`config.mk`:
```
export PLATFORM = sky130hd
export DESIGN_NAME = pipeline_tracker
export DESIGN_NICKNAME = d
export VERILOG_FILES = /design/src/rtl/pipeline_tracker.sv
export SDC_FILE = /design/constraint.sdc
export NUM_CORES = 1
export LEC_CHECK = 0
export ABC_AREA = 1
export CORE_ASPECT_RATIO = 0.75
export CORE_MARGIN = 1
export CORE_UTILIZATION = 40
export CTS_CLUSTER_SIZE = 25
export DETAILED_ROUTE_END_ITERATION = 8
export GPL_TIMING_DRIVEN = 0
export SKIP_LAST_GASP = 1
export SLEW_MARGIN = 20
export SYNTH_ARGS = -nofsm -noshare
export SYNTH_HDL_FRONTEND = slang
export SYNTH_SLANG_ARGS = --single-unit
```
`constraint.sdc`:
```
create_clock -name clk -period 4.1 [get_ports clk]
set_input_delay 0.615 -clock clk [delete_from_list [all_inputs] [get_ports clk]]
set_output_delay 0.615 -clock clk [all_outputs]
set_load 0.03 [all_outputs]
```
`src/rtl/pipeline_tracker.sv`:
```
// rtl/pipeline_tracker.sv - per-stage valid/hazard-metadata tracker with saturating perf counters
module pipeline_tracker #(
  parameter int CNT_WIDTH = 32
) (
  input  logic                 clk,
  input  logic                 rst,
  input  logic                 id_is_branch,
  input  logic [4:0]           id_regw_addr,
  input  logic                 id_wb_wen,
  input  logic                 if_rst,
  input  logic                 id_rst,
  input  logic                 exe_rst,
  input  logic                 mem_rst,
  input  logic                 wb_rst,
  input  logic                 if_en,
  input  logic                 id_en,
  input  logic                 exe_en,
  input  logic                 mem_en,
  input  logic                 wb_en,
  output logic                 if_valid,
  output logic                 id_valid,
  output logic                 exe_valid,
  output logic                 mem_valid,
  output logic                 wb_valid,
  output logic                 is_branch_exe,
  output logic [4:0]           regw_addr_exe,
  output logic                 wb_wen_exe,
  output logic                 is_branch_mem,
  output logic [4:0]           regw_addr_mem,
  output logic                 wb_wen_mem,
  output logic [4:0]           regw_addr_wb,
  output logic                 wb_wen_wb,
  output logic [CNT_WIDTH-1:0] cycle_cnt,
  output logic [CNT_WIDTH-1:0] retire_cnt,
  output logic [CNT_WIDTH-1:0] stall_cnt,
  output logic [CNT_WIDTH-1:0] flush_cnt
);

  localparam logic [CNT_WIDTH-1:0] CNT_ONE = {{(CNT_WIDTH-1){1'b0}}, 1'b1};
  localparam logic [CNT_WIDTH-1:0] CNT_MAX = {CNT_WIDTH{1'b1}};

  // Counters stick at all-ones so a long debug session never wraps to a small value.
  function automatic logic [CNT_WIDTH-1:0] sat_inc(input logic [CNT_WIDTH-1:0] v,
                                                   input logic inc);
    return (inc && (v != CNT_MAX)) ? v + CNT_ONE : v;
  endfunction

  logic                 if_valid_q, if_valid_d;
  logic                 id_valid_q, id_valid_d;
  logic                 exe_valid_q, exe_valid_d;
  logic                 exe_branch_q, exe_branch_d;
  logic [4:0]           exe_addr_q, exe_addr_d;
  logic                 exe_wen_q, exe_wen_d;
  logic                 mem_valid_q, mem_valid_d;
  logic                 mem_branch_q, mem_branch_d;
  logic [4:0]           mem_addr_q, mem_addr_d;
  logic                 mem_wen_q, mem_wen_d;
  logic                 wb_valid_q, wb_valid_d;
  logic [4:0]           wb_addr_q, wb_addr_d;
  logic                 wb_wen_q, wb_wen_d;
  logic [CNT_WIDTH-1:0] cycle_cnt_q, cycle_cnt_d;
  logic [CNT_WIDTH-1:0] retire_cnt_q, retire_cnt_d;
  logic [CNT_WIDTH-1:0] stall_cnt_q, stall_cnt_d;
  logic [CNT_WIDTH-1:0] flush_cnt_q, flush_cnt_d;

  // IF: once loaded the fetch stage always holds a real instruction.
  always_comb begin
    if_valid_d = if_valid_q;
    if (if_rst) begin
      if_valid_d = 1'b0;
    end else if (if_en) begin
      if_valid_d = 1'b1;
    end
  end

  // ID: inherits validity from IF; a held ID keeps its flag through an EXE bubble.
  always_comb begin
    id_valid_d = id_valid_q;
    if (id_rst) begin
      id_valid_d = 1'b0;
    end else if (id_en) begin
      id_valid_d = if_valid_q;
    end
  end

  // EXE: capture decoded metadata, masked so a bubble never carries a hazard.
  always_comb begin
    exe_valid_d  = exe_valid_q;
    exe_branch_d = exe_branch_q;
    exe_addr_d   = exe_addr_q;
    exe_wen_d    = exe_wen_q;
    if (exe_rst) begin
      exe_valid_d  = 1'b0;
      exe_branch_d = 1'b0;
      exe_addr_d   = 5'd0;
      exe_wen_d    = 1'b0;
    end else if (exe_en) begin
      exe_valid_d  = id_valid_q;
      exe_branch_d = id_is_branch & id_valid_q;
      exe_addr_d   = id_valid_q ? id_regw_addr : 5'd0;
      exe_wen_d    = id_wb_wen & id_valid_q;
    end
  end

  // MEM: straight copy of the EXE fields.
  always_comb begin
    mem_valid_d  = mem_valid_q;
    mem_branch_d = mem_branch_q;
    mem_addr_d   = mem_addr_q;
    mem_wen_d    = mem_wen_q;
    if (mem_rst) begin
      mem_valid_d  = 1'b0;
      mem_branch_d = 1'b0;
      mem_addr_d   = 5'd0;
      mem_wen_d    = 1'b0;
    end else if (mem_en) begin
      mem_valid_d  = exe_valid_q;
      mem_branch_d = exe_branch_q;
      mem_addr_d   = exe_addr_q;
      mem_wen_d    = exe_wen_q;
    end
  end

  // WB: copy of MEM minus the branch flag, which nothing downstream needs.
  always_comb begin
    wb_valid_d = wb_valid_q;
    wb_addr_d  = wb_addr_q;
    wb_wen_d   = wb_wen_q;
    if (wb_rst) begin
      wb_valid_d = 1'b0;
      wb_addr_d  = 5'd0;
      wb_wen_d   = 1'b0;
    end else if (wb_en) begin
      wb_valid_d = mem_valid_q;
      wb_addr_d  = mem_addr_q;
      wb_wen_d   = mem_wen_q;
    end
  end

  // Performance counters: each condition is independent and may fire in the same cycle.
  always_comb begin
    cycle_cnt_d  = sat_inc(cycle_cnt_q, wb_en);
    retire_cnt_d = sat_inc(retire_cnt_q, wb_en & wb_valid_q);
    stall_cnt_d  = sat_inc(stall_cnt_q, exe_rst & ~id_en);
    flush_cnt_d  = sat_inc(flush_cnt_q, id_rst & id_en);
  end

  // State register: global reset overrides every stage reset and enable.
  always_ff @(posedge clk) begin
    if (rst) begin
      if_valid_q   <= 1'b0;
      id_valid_q   <= 1'b0;
      exe_valid_q  <= 1'b0;
      exe_branch_q <= 1'b0;
      exe_addr_q   <= 5'd0;
      exe_wen_q    <= 1'b0;
      mem_valid_q  <= 1'b0;
      mem_branch_q <= 1'b0;
      mem_addr_q   <= 5'd0;
      mem_wen_q    <= 1'b0;
      wb_valid_q   <= 1'b0;
      wb_addr_q    <= 5'd0;
      wb_wen_q     <= 1'b0;
      cycle_cnt_q  <= '0;
      retire_cnt_q <= '0;
      stall_cnt_q  <= '0;
      flush_cnt_q  <= '0;
    end else begin
      if_valid_q   <= if_valid_d;
      id_valid_q   <= id_valid_d;
      exe_valid_q  <= exe_valid_d;
      exe_branch_q <= exe_branch_d;
      exe_addr_q   <= exe_addr_d;
      exe_wen_q    <= exe_wen_d;
      mem_valid_q  <= mem_valid_d;
      mem_branch_q <= mem_branch_d;
      mem_addr_q   <= mem_addr_d;
      mem_wen_q    <= mem_wen_d;
      wb_valid_q   <= wb_valid_d;
      wb_addr_q    <= wb_addr_d;
      wb_wen_q     <= wb_wen_d;
      cycle_cnt_q  <= cycle_cnt_d;
      retire_cnt_q <= retire_cnt_d;
      stall_cnt_q  <= stall_cnt_d;
      flush_cnt_q  <= flush_cnt_d;
    end
  end

  assign if_valid      = if_valid_q;
  assign id_valid      = id_valid_q;
  assign exe_valid     = exe_valid_q;
  assign mem_valid     = mem_valid_q;
  assign wb_valid      = wb_valid_q;
  assign is_branch_exe = exe_branch_q;
  assign regw_addr_exe = exe_addr_q;
  assign wb_wen_exe    = exe_wen_q;
  assign is_branch_mem = mem_branch_q;
  assign regw_addr_mem = mem_addr_q;
  assign wb_wen_mem    = mem_wen_q;
  assign regw_addr_wb  = wb_addr_q;
  assign wb_wen_wb     = wb_wen_q;
  assign cycle_cnt     = cycle_cnt_q;
  assign retire_cnt    = retire_cnt_q;
  assign stall_cnt     = stall_cnt_q;
  assign flush_cnt     = flush_cnt_q;

endmodule

```
* Yosys cells after proc, flatten, opt, wreduce, memory -nomap -nowiden
Cells that the tools add are included.
** Word-level totals
- Input bits :: 19
- Flip-flop bits (word level) :: 153
- Output and inout port bits :: 153
- Word-level logic and storage cells :: 41
** Operators by class
- Add/subtract/negate cells :: 4
- Mux-type cells :: 1
- Equal/unequal tests :: 4
- Reductions and logical operators :: 9
- Bitwise logic cells :: 6
** Operators with widths (count)
- adder 32 x 1 -> 32 bit (second input constant) :: 4
- != test 32 bit (second input constant) :: 4
- OR reduction 2 bit :: 5
- bitwise AND 1 bit :: 5
- 2-to-1 mux 5 bit :: 1
- logical AND 1 bit :: 4
- NOT 1 bit :: 1

* Depth between registers and ports, before layout
Gate-level depths: netlist of run 1.
- Depth after elaboration :: 3
- Gate-level depth with buffers :: 12
- Mapped depth without buffers :: 11

* Least setup slack after synthesis of run 1
Ideal clock, no wire load.
- Kind :: register to register
- From :: reg flush_cnt_q[1] (netlist: flush_cnt[1])
- To :: reg flush_cnt_q[18] (netlist: flush_cnt[18])
- Buffers on the path :: 2
- Stages on the path, launching flop included :: 11
- Data required time :: 3.970 ns
- Arrival time :: 1.762 ns
- Path slack :: 2.208 ns
- Cells stage by stage :: dfxtp_1 > ha_1 > nand2_1 > nor2_4 > nand2_4 > nor2_1 > nand2_1 > buf_6 > buf_2 > a21oi_1 > nor3_2
** On the way
- Longest elaborated chain between the ends :: 2
- Elaborated cells between the ends (all ways) :: 3
** RTL lines
- start: declaration :: RTL line 64 : logic [CNT_WIDTH-1:0] flush_cnt_q, flush_cnt_d;
- start signal: assignment :: RTL line 185 : flush_cnt_q <= flush_cnt_d;
- branches (longest 2 deep; another with adder 32 x 1 -> 32 bit)
Parallel ways; which one is timed is not known.
A chain may end at the register's enable or synchronous reset.

* Final worst setup path of run 1
- From :: reg retire_cnt_q[26] (netlist: retire_cnt[26])
- To :: out retire_cnt[26]
** RTL lines
- start: declaration :: RTL line 62 : logic [CNT_WIDTH-1:0] retire_cnt_q, retire_cnt_d;
- start signal: assignment :: RTL line 183 : retire_cnt_q <= retire_cnt_d;
- end: declaration :: RTL line 34 : output logic [CNT_WIDTH-1:0] retire_cnt,
No word-level cell between the ends.

==> results.sh, run 1 <==
export IMPL_ys_seq_elements=153
export IMPL_fin_nets=1611
export IMPL_critical_path_top_delay_family="buffers and inverters"
export IMPL_cp_cell_sequence="clkdlybuf4s50_1"
export IMPL_yosysMostFrequentCell="nand2_1"
export IMPL_routed_wl_um=27100
export IMPL_clk_latency_ns=0.44
export IMPL_first_pass_iters=5
export IMPL_cp_startpoint="retire_cnt[26]$_SDFFE_PP0P_"
export IMPL_cts_buffers=17
export IMPL_initial_core_util_pct=41.4
export IMPL_yosysWarnings=0
export IMPL_dp_hpwl_um=20700
export IMPL_leakagePower_nw=4.01
export IMPL_cts_setup_buffers=0
export IMPL_outcome="complete, no violations"
export IMPL_diodes=0
export IMPL_async_reset_ff_share_pct=0
export IMPL_fp_dieH_um=128
export IMPL_drive_gt1_share_pct=5.00
export IMPL_hold_viol_final=0
export IMPL_avgSynthCellArea_um2=6.07
export IMPL_wl_per_cell_um=14.4
export IMPL_synthesis_area_um2=8490
export IMPL_clockBufferDepth=2
export IMPL_power_mw=3.37
export IMPL_cts_resized=0
export IMPL_synth_common_cells="nand2_1 (415), nor2_1 (315), dfxtp_1 (153), inv_1 (137), nand3_1 (102)"
export IMPL_grt_max_degree=17
export IMPL_drt_iter0_markers=777
export IMPL_drv_slew=0
export IMPL_critPathLaunchType="register"
export IMPL_die_w_um=170
export IMPL_fin_crit_ns=2.26
export IMPL_cts_root_buf="clkbuf_16"
export IMPL_ant_nets=0
export IMPL_synthDistinctLibCells=34
export IMPL_io_pins=172
export IMPL_max_cap_violations=0
export IMPL_period_share_pct=55.1
export IMPL_via_count=9267
export IMPL_portBuffers=169
export IMPL_clock_sinks=153
export IMPL_dieArea_um2=21800
export IMPL_htree_num_levels=4
export IMPL_fmax_mhz=442
export IMPL_syn2layout_area_growth_pct=31.4
export IMPL_cpMaxStageDelayCell="clkdlybuf4s50_1"
export IMPL_hold_start="is_branch_mem$_SDFFE_PP0P_"
export IMPL_syn_nets=1423
export IMPL_clk_pin_slew_ns=0.06
export IMPL_slew_headroom_pct=51.6
export IMPL_holdBufCountCts=0
export IMPL_p_per_area_nw_per_um2=302
export IMPL_synth_ff_type="dfxtp_1"
export IMPL_grt_pass1_vias=8033
export IMPL_via_per_inst=4.92
export IMPL_placementRows=45
export IMPL_grt_overflow=0
export IMPL_grt_pass1_wl_um=42400
export IMPL_synth_edf_count=0
export IMPL_synth_area_leader_cell="dfxtp_1"
export IMPL_syn_inst=1400
export IMPL_vdd_ir_drop_max_mv=0.229
export IMPL_rsz0062_at_grt="false"
export IMPL_setup_viol=0
export IMPL_path_max_fanout=6
export IMPL_reg2reg_from="cycle_cnt[0]$_SDFFE_PP0P_"
export IMPL_ys_seq_area_share_pct=36.1
export IMPL_arrival_ns=1.65
export IMPL_grt_total_usage_pct=25.0
export IMPL_core_area_um2=20500
export IMPL_gp_congestion=0.920
export IMPL_antenna_found_initial=0
export IMPL_critPathMaxStageDelay_ns=0.73
export IMPL_worst_clock_skew_ns=0.0107
export IMPL_yosys_top_cells_area="dfxtp_1 (36%), nand2_1 (18%), nor2_1 (14%), inv_1 (6.1%), nand3_1 (6.0%)"
export IMPL_cts_tree="built"
export IMPL_drc=0
export IMPL_setup_tns_ns=0
export IMPL_tightest_slew_ns=0.726
export IMPL_crit_type="reg2out"
export IMPL_synth_top_area_share_pct=36.1
export IMPL_worstPathRequired_ns=3.48
export IMPL_hold_path_class="reg2reg"
export IMPL_critPathCaptureType="primary output"
export IMPL_path_buf_inv=1
## path summary, 6_finish.rpt
path                                endpoint  slack (ns)  cells past startpoint
setup / recovery              retire_cnt[26]        1.84                      1
hold / removal    is_branch_mem$_SDFFE_PP0P_        0.47                      2
setup reg to reg   cycle_cnt[2]$_SDFFE_PP0P_        2.00                     10
hold reg to reg   is_branch_mem$_SDFFE_PP0P_        0.47                      2
## sequential cells by signal (all words and copies together) (netlist names)
name	flops
retire_cnt	32
flush_cnt	32
stall_cnt	32
is_branch_mem	1
wb_wen_wb	1
wb_wen_exe	1
if_valid	1
id_valid	1
regw_addr_mem	5
wb_wen_mem	1
regw_addr_wb	5
mem_valid	1
wb_valid	1
regw_addr_exe	5
exe_valid	1
cycle_cnt	32
is_branch_exe	1
## kinds of logic after synthesis
family	count (synthesis)	synth area share (%)
AOI/OAI and AO/OA	121	7.41
xor gates and xnor gates	17	1.75
adders and majority gates	4	0.589
buffers and inverters	175	8.15
DFF	153	36.1
and+or+nand+nor	930	46.0
## cell usage in the layout, fill, tap and decap left out, drive strengths merged
master and n:
nand2 424, nor2 326, nor4 1, nand3b 4, inv 141, ha 4
nor3b 4, clkbuf 35, o21ai 19, buf 20, nor3 24, a211oi 2
nand3 105, clkinvlp 3, xor2 14, a21oi 90, a31oi 5, nor2b 1
xnor2 3, clkinv 5, bufinv 3, and2 3, o21bai 5, or2 5
nand4 33, clkdlybuf4s50 169, dfxtp 153
## through the flow
| step | setup WS (ns) | instance area (um^2) | hold WS, ns | std cells | util, % |
|---|---|---|---|---|---|
| finish | 1.84 | 11200 | 0.466 | 1883 | 54.4 |
| global route | 1.79 | 11200 | 0.491 | 1883 | 54.4 |
| CTS | 1.83 | 11200 | 0.469 | 1883 | 54.4 |
| detailed placement | 1.48 | 10500 | 0.457 | 1851 | 51.4 |
| global placement | 1.48 | 10500 | 0.449 | 1851 | 51.4 |
| floorplan | 2.21 | 8490 | 0.589 | 1400 | - |
## power by group
group	total (mW)	switching [mW]	internal [mW]
registers	1.51	0.0146	1.50
clock network	1.69	0.692	0.997
logic	0.169	0.109	0.0603
## per-layer routing
metal / track usage [%] / up-vias / routed length [um] / part of all wire [%]
met2: 36.3 / 266 / 11100 / 41
li1: - / 4804 / - / -
met5: 0 / - / 0 / 0
met3: 6.08 / 21 / 2050 / 7.6
met1: 36.9 / 4176 / 13700 / 50
met4: 5.51 / 0 / 225 / 0.83
## final cells by class
type	count	area, um^2
Clock inverter	13	166
Sequential cell	153	3060
Timing Repair Buffer	169	1690
Clock buffer	19	453
Inverter	139	522
Buffer	36	170
Multi-Input combinational cell	1072	4740
Tap cell	282	353
Fill cell	2094	9340
(Power assumes the default switching activity.)
==> inputs of run 2 (changes only) <==
clock period = 2.14 ns   (was 4.1 ns; I/O delays follow)
==> run 2 against run 1 <==
- combinational power is 92% higher
- critical path type unchanged
- cell count unchanged
- worst hold slack worse by 0.18 ns
- setup slack got worse by 1.7 ns
- first-iteration DRC count down 0.26%
- largest cell class unchanged
==> results.sh, run 2 (synthesis gave the netlist of run 1 again) <==
export IMPL_outcome="complete, no violations"
export IMPL_die_w_um=170
export IMPL_diodes=0
export IMPL_period_share_pct=91.8
export IMPL_antenna_found_initial=0
export IMPL_clock_sinks=153
export IMPL_critPathLaunchType="register"
export IMPL_final_common_cell="nand2_1"
export IMPL_path_buf_inv=1
export IMPL_setup_viol=0
export IMPL_fill_cells=2098
export IMPL_drc=0
export IMPL_leakagePower_nw=4.02
export IMPL_grt_total_usage_pct=25.0
export IMPL_first_pass_iters=5
export IMPL_via_count=9272
export IMPL_stdcell_count=1883
export IMPL_grt_overflow=0
export IMPL_via_per_inst=4.92
export IMPL_fin_crit_ns=1.96
export IMPL_worstPathRequired_ns=1.82
export IMPL_tightest_slew_ns=0.722
export IMPL_critical_path_top_delay_family="buffers and inverters"
export IMPL_cts_tree="built"
export IMPL_seqCellArea_um2=3070
export IMPL_grt_max_degree=17
export IMPL_hold_path_class="in2reg"
export IMPL_crit_type="reg2out"
export IMPL_hold_depth=3
export IMPL_io_pins=172
export IMPL_critPathMaxStageDelay_ns=0.73
export IMPL_worst_clock_skew_ns=0.0102
export IMPL_setup_tns_ns=0
export IMPL_cp_num_cells=1
export IMPL_htree_num_levels=4
export IMPL_arrival_ns=1.64
export IMPL_critPathCaptureType="primary output"
export IMPL_vdd_ir_drop_max_mv=0.436
export IMPL_drt_iter0_markers=775
export IMPL_core_area_um2=20500
export IMPL_fp_dieH_um=128
export IMPL_p_per_area_nw_per_um2=577
export IMPL_dp_cells=1851
export IMPL_clk_pin_slew_ns=0.06
export IMPL_ant_nets=0
export IMPL_cts_root_buf="clkbuf_16"
export IMPL_dp_hpwl_um=20700
export IMPL_cts_setup_buffers=0
export IMPL_initial_core_util_pct=41.4
export IMPL_r2r_cells=10
export IMPL_fin_nets=1611
export IMPL_gp_congestion=0.920
export IMPL_grt_pass1_wl_um=42400
export IMPL_grt_pass1_vias=8033
export IMPL_multi_input_area_um2=4760
export IMPL_placementRows=45
export IMPL_wl_per_cell_um=14.4
export IMPL_max_cap_violations=0
export IMPL_hold_viol_final=0
export IMPL_routed_wl_um=27100
export IMPL_clockBufferDepth=2
export IMPL_cp_cell_sequence="clkdlybuf4s50_1"
export IMPL_path_max_fanout=6
export IMPL_dieArea_um2=21800
export IMPL_cpMaxStageDelayCell="clkdlybuf4s50_1"
export IMPL_clk_latency_ns=0.44
export IMPL_portBuffers=169
export IMPL_fmax_mhz=509
export IMPL_syn2layout_area_growth_pct=31.6
export IMPL_layout_common_cells="nand2_1 (414), nor2_1 (314), clkdlybuf4s50_1 (169), dfxtp_1 (150), inv_1 (137)"
export IMPL_cts_buffers=17
export IMPL_drive_gt1_share_pct=5.43
export IMPL_slew_headroom_pct=51.9
export IMPL_drv_slew=0
==> run 2: cell counts in the layout (fill, tap and decap cells not counted) <==
Identical to the previous run, type by type.
==> run 2: worst paths after layout <==
kind                                                    to                        start  slack (ns)
worst max register to register  stall_cnt[31]$_SDFFE_PP0P_    stall_cnt[0]$_SDFFE_PP0P_        0.19
worst min-delay path                exe_valid$_SDFFE_PP0P_                       exe_en        0.29
worst min register to register  is_branch_mem$_SDFFE_PP0P_   is_branch_mem$_SDFFE_PP0P_        0.47
worst max-delay path                        retire_cnt[26]  retire_cnt[26]$_SDFFE_PP0P_        0.18
==> run 2: what timing repair did <==
action                                  in CTS  in global routing
endpoints found under the setup margin       0                 61
hold endpoints to repair                     0                  0
hold buffers                                 0                  0
resized for setup                            0                 10
==> run 2: area by class of cell <==
cell class / instances / area share [%]
inverter: 139 / 4.67
clock buffer: 19 / 4.05
buffer: 36 / 1.53
multi-input combinational: 1072 / 42.5
tap: 282 / 3.16
clock inverter: 13 / 1.49
timing repair buffer: 169 / 15.1
sequential: 153 / 27.4
==> run 2: report_power, final <==
group | internal [mW] | switching (mW)
Combinational | 0.116 | 0.209
Clock | 1.91 | 1.32
Sequential | 2.87 | 0.0278
Total | 4.89 | 1.55
==> run 2: per-stage QoR <==
stage | setup WS [ns] | hold WS (ns) | instance area (um^2) | power, mW | util (%)
floorplan | 0.248 | 0.399 | 8490 | 3.14 | -
global placement | -0.189 | 0.449 | 10500 | 3.28 | 51.4
detailed placement | -0.189 | 0.457 | 10500 | 3.29 | 51.4
CTS | 0.0791 | 0.279 | 11200 | 6.51 | 54.4
global route | -0.00760 | 0.298 | 11200 | 6.65 | 54.6
finish | 0.176 | 0.289 | 11200 | 6.45 | 54.6
==> run 2: worst reg2reg max path, cell delays in order (launching register included) <==
cell,delay [ns]
dfxtp_2,0.39
ha_2,0.22
nand3_1,0.12
inv_1,0.15
nand2_2,0.10
nor2_4,0.22
nand3_2,0.18
buf_2,0.25
nand3_1,0.10
nand2_1,0.05
nor2_1,0.12
==> run 2: routing by layer <==
| metal | track usage [%] | vias up | wire (um) | share of wire (%) |
|---|---|---|---|---|
| met5 | 0 | - | 0 | 0 |
| met4 | 5.51 | 0 | 225 | 0.83 |
| met3 | 6.08 | 21 | 2100 | 7.7 |
| met2 | 36.3 | 281 | 11200 | 41 |
| met1 | 36.9 | 4176 | 13600 | 50 |
| li1 | - | 4794 | - | - |
==> inputs of run 3 (changes only) <==
REMOVE_ABC_BUFFERS = 1   (was not set)
==> run 3 against run 2 <==
- clock skew increased by 0.0044 ns
- highest routed layer unchanged
- total power increased by 1.7%
- worst hold slack improved by 0.11 ns
- first-iteration DRC count fell by 8.6%
- clock power grew 3%
- clock-buffer cell count increased by 1
- sequential power barely moved
- critical path type unchanged
- sequential share of layout area shrank 0.43 points
- critical endpoint is now id_valid
- setup slack worse by 0.074 ns
==> results.sh, run 3 (synthesis gave the netlist of run 1 again) <==
export IMPL_outcome="complete, no violations"
export IMPL_worst_clock_skew_ns=0.0146
export IMPL_hold_viol_final=0
export IMPL_clk_pin_slew_ns=0.06
export IMPL_top_usage_layer="met2"
export IMPL_critPathLaunchType="register"
export IMPL_r2r_cells=10
export IMPL_fin_nets=1598
export IMPL_worstHoldEndpoint="cycle_cnt[5]$_SDFFE_PP0P_"
export IMPL_drive_gt1_share_pct=6.17
export IMPL_cp_cell_sequence="clkdlybuf4s50_1"
export IMPL_final_common_cell="nand2_1"
export IMPL_drv_slew=0
export IMPL_htree_num_levels=4
export IMPL_holdBufCountCts=0
export IMPL_wl_per_cell_um=13.7
export IMPL_whs_ns=0.396
export IMPL_io_pins=172
export IMPL_cpMaxStageDelayCell="clkdlybuf4s50_1"
export IMPL_antenna_found_initial=0
export IMPL_fmax_mhz=491
export IMPL_grt_pass1_vias=8069
export IMPL_hold_depth=2
export IMPL_gp_congestion=0.878
export IMPL_portBuffers=171
export IMPL_routed_wl_um=25700
export IMPL_period_share_pct=95.3
export IMPL_crit_type="reg2out"
export IMPL_path_max_fanout=10
export IMPL_first_pass_iters=6
export IMPL_dp_hpwl_um=18300
export IMPL_grt_pass1_wl_um=41100
export IMPL_hold_path_class="in2reg"
export IMPL_critical_path_top_delay_family="buffers and inverters"
export IMPL_ant_nets=0
export IMPL_grt_overflow=0
export IMPL_reg2reg_from="flush_cnt[1]$_SDFFE_PP0P_"
export IMPL_critPathCaptureType="primary output"
export IMPL_reg2reg_slack_ns=0.15
export IMPL_arrival_ns=1.72
export IMPL_die_w_um=170
export IMPL_max_cap_violations=0
export IMPL_clockBufferDepth=2
export IMPL_p_per_area_nw_per_um2=578
export IMPL_fp_dieH_um=128
export IMPL_leakagePower_nw=4.08
export IMPL_initial_core_util_pct=41.4
export IMPL_syn2layout_area_growth_pct=33.6
export IMPL_drt_iter0_markers=708
export IMPL_layout_common_cells="nand2_1 (412), nor2_1 (310), clkdlybuf4s50_1 (169), dfxtp_1 (153), inv_1 (135)"
export IMPL_core_area_um2=20500
export IMPL_via_count=9220
export IMPL_gr_usage_met1_pct=34.1
export IMPL_via_per_inst=4.93
export IMPL_clock_sinks=153
export IMPL_hold_start="rst"
export IMPL_slew_headroom_pct=60.8
export IMPL_drc=0
export IMPL_grtUsageMet3_pct=3.95
export IMPL_path_buf_inv=1
export IMPL_tightest_slew_ns=0.588
export IMPL_r2r_end="flush_cnt[2]$_SDFFE_PP0P_"
export IMPL_worstPathRequired_ns=1.82
export IMPL_cts_buffers=17
export IMPL_vdd_ir_drop_max_mv=0.480
export IMPL_grt_util_met2_pct=36.3
export IMPL_diodes=0
export IMPL_cts_root_buf="clkbuf_16"
export IMPL_grt_total_usage_pct=23.6
export IMPL_setup_viol=0
export IMPL_dieArea_um2=21800
export IMPL_placementRows=45
export IMPL_power_mw=6.56
export IMPL_fin_crit_ns=2.04
export IMPL_cts_tree="built"
export IMPL_critPathMaxStageDelay_ns=0.75
export IMPL_grt_max_degree=57
export IMPL_clk_latency_ns=0.43
## run 3: worst max path at each step
stage,start,to,slack (ns),depth (start not counted)
final,id_valid$_SDFFE_PP0P_,id_valid,0.10,1
after floorplan,flush_cnt[1]$_SDFFE_PP0P_,flush_cnt[2]$_SDFFE_PP0P_,-0.38,10
after CTS,stall_cnt[1]$_SDFFE_PP0P_,stall_cnt[29]$_SDFFE_PP0P_,-0.04,10
after detailed placement,flush_cnt[1]$_SDFFE_PP0P_,flush_cnt[2]$_SDFFE_PP0P_,-0.83,10
after global placement,rst,retire_cnt[2]$_SDFFE_PP0P_,-3.08,4
after global routing,flush_cnt[1]$_SDFFE_PP0P_,flush_cnt[10]$_SDFFE_PP0P_,-0.01,10
## run 3: final cells by class
cell class / count / area [um^2]
Fill cell: 2131 / 9150
Multi-Input combinational cell: 1077 / 4880
Sequential cell: 153 / 3060
Timing Repair Buffer: 186 / 1850
Inverter: 139 / 532
Clock buffer: 20 / 467
Tap cell: 282 / 353
Clock inverter: 12 / 188
Timing Repair inverter: 1 / 7.51
## run 3: layer usage
layer,vias up,share of wire [%]
met5,-,0
met4,0,0.87
met3,19,5.1
met2,243,42
met1,4165,51
li1,4793,-
## run 3: report_power, final
part           switching [mW]  internal (mW)  leakage (nW)
Combinational           0.200          0.120          2.53
Clock                    1.28           2.06         0.313
Sequential             0.0263           2.87          1.23
## run 3: repair_timing
item	in CTS	in global routing
cloned	3	3
setup buffers	0	13
resized for setup	15	12
pin swaps	2	4
setup endpoints to repair	98	63
hold endpoints to repair	0	0
## run 3: through the flow
step / utilization, % / instances / setup WS, ns / cell area, um^2 / TNS, ns
2_1_floorplan: - / 1364 / -0.381 / 8320 / -5.37
3_3_place_gp: 50.7 / 1817 / -3.08 / 10400 / -303.17
3_5_place_dp: 50.9 / 1819 / -0.826 / 10400 / -39.16
4_1_cts: 54.5 / 1854 / -0.0359 / 11200 / -0.0537
5_1_grt: 55.4 / 1870 / -0.0119 / 11300 / -0.0149
6_report: 55.4 / 1870 / 0.101 / 11300 / 0
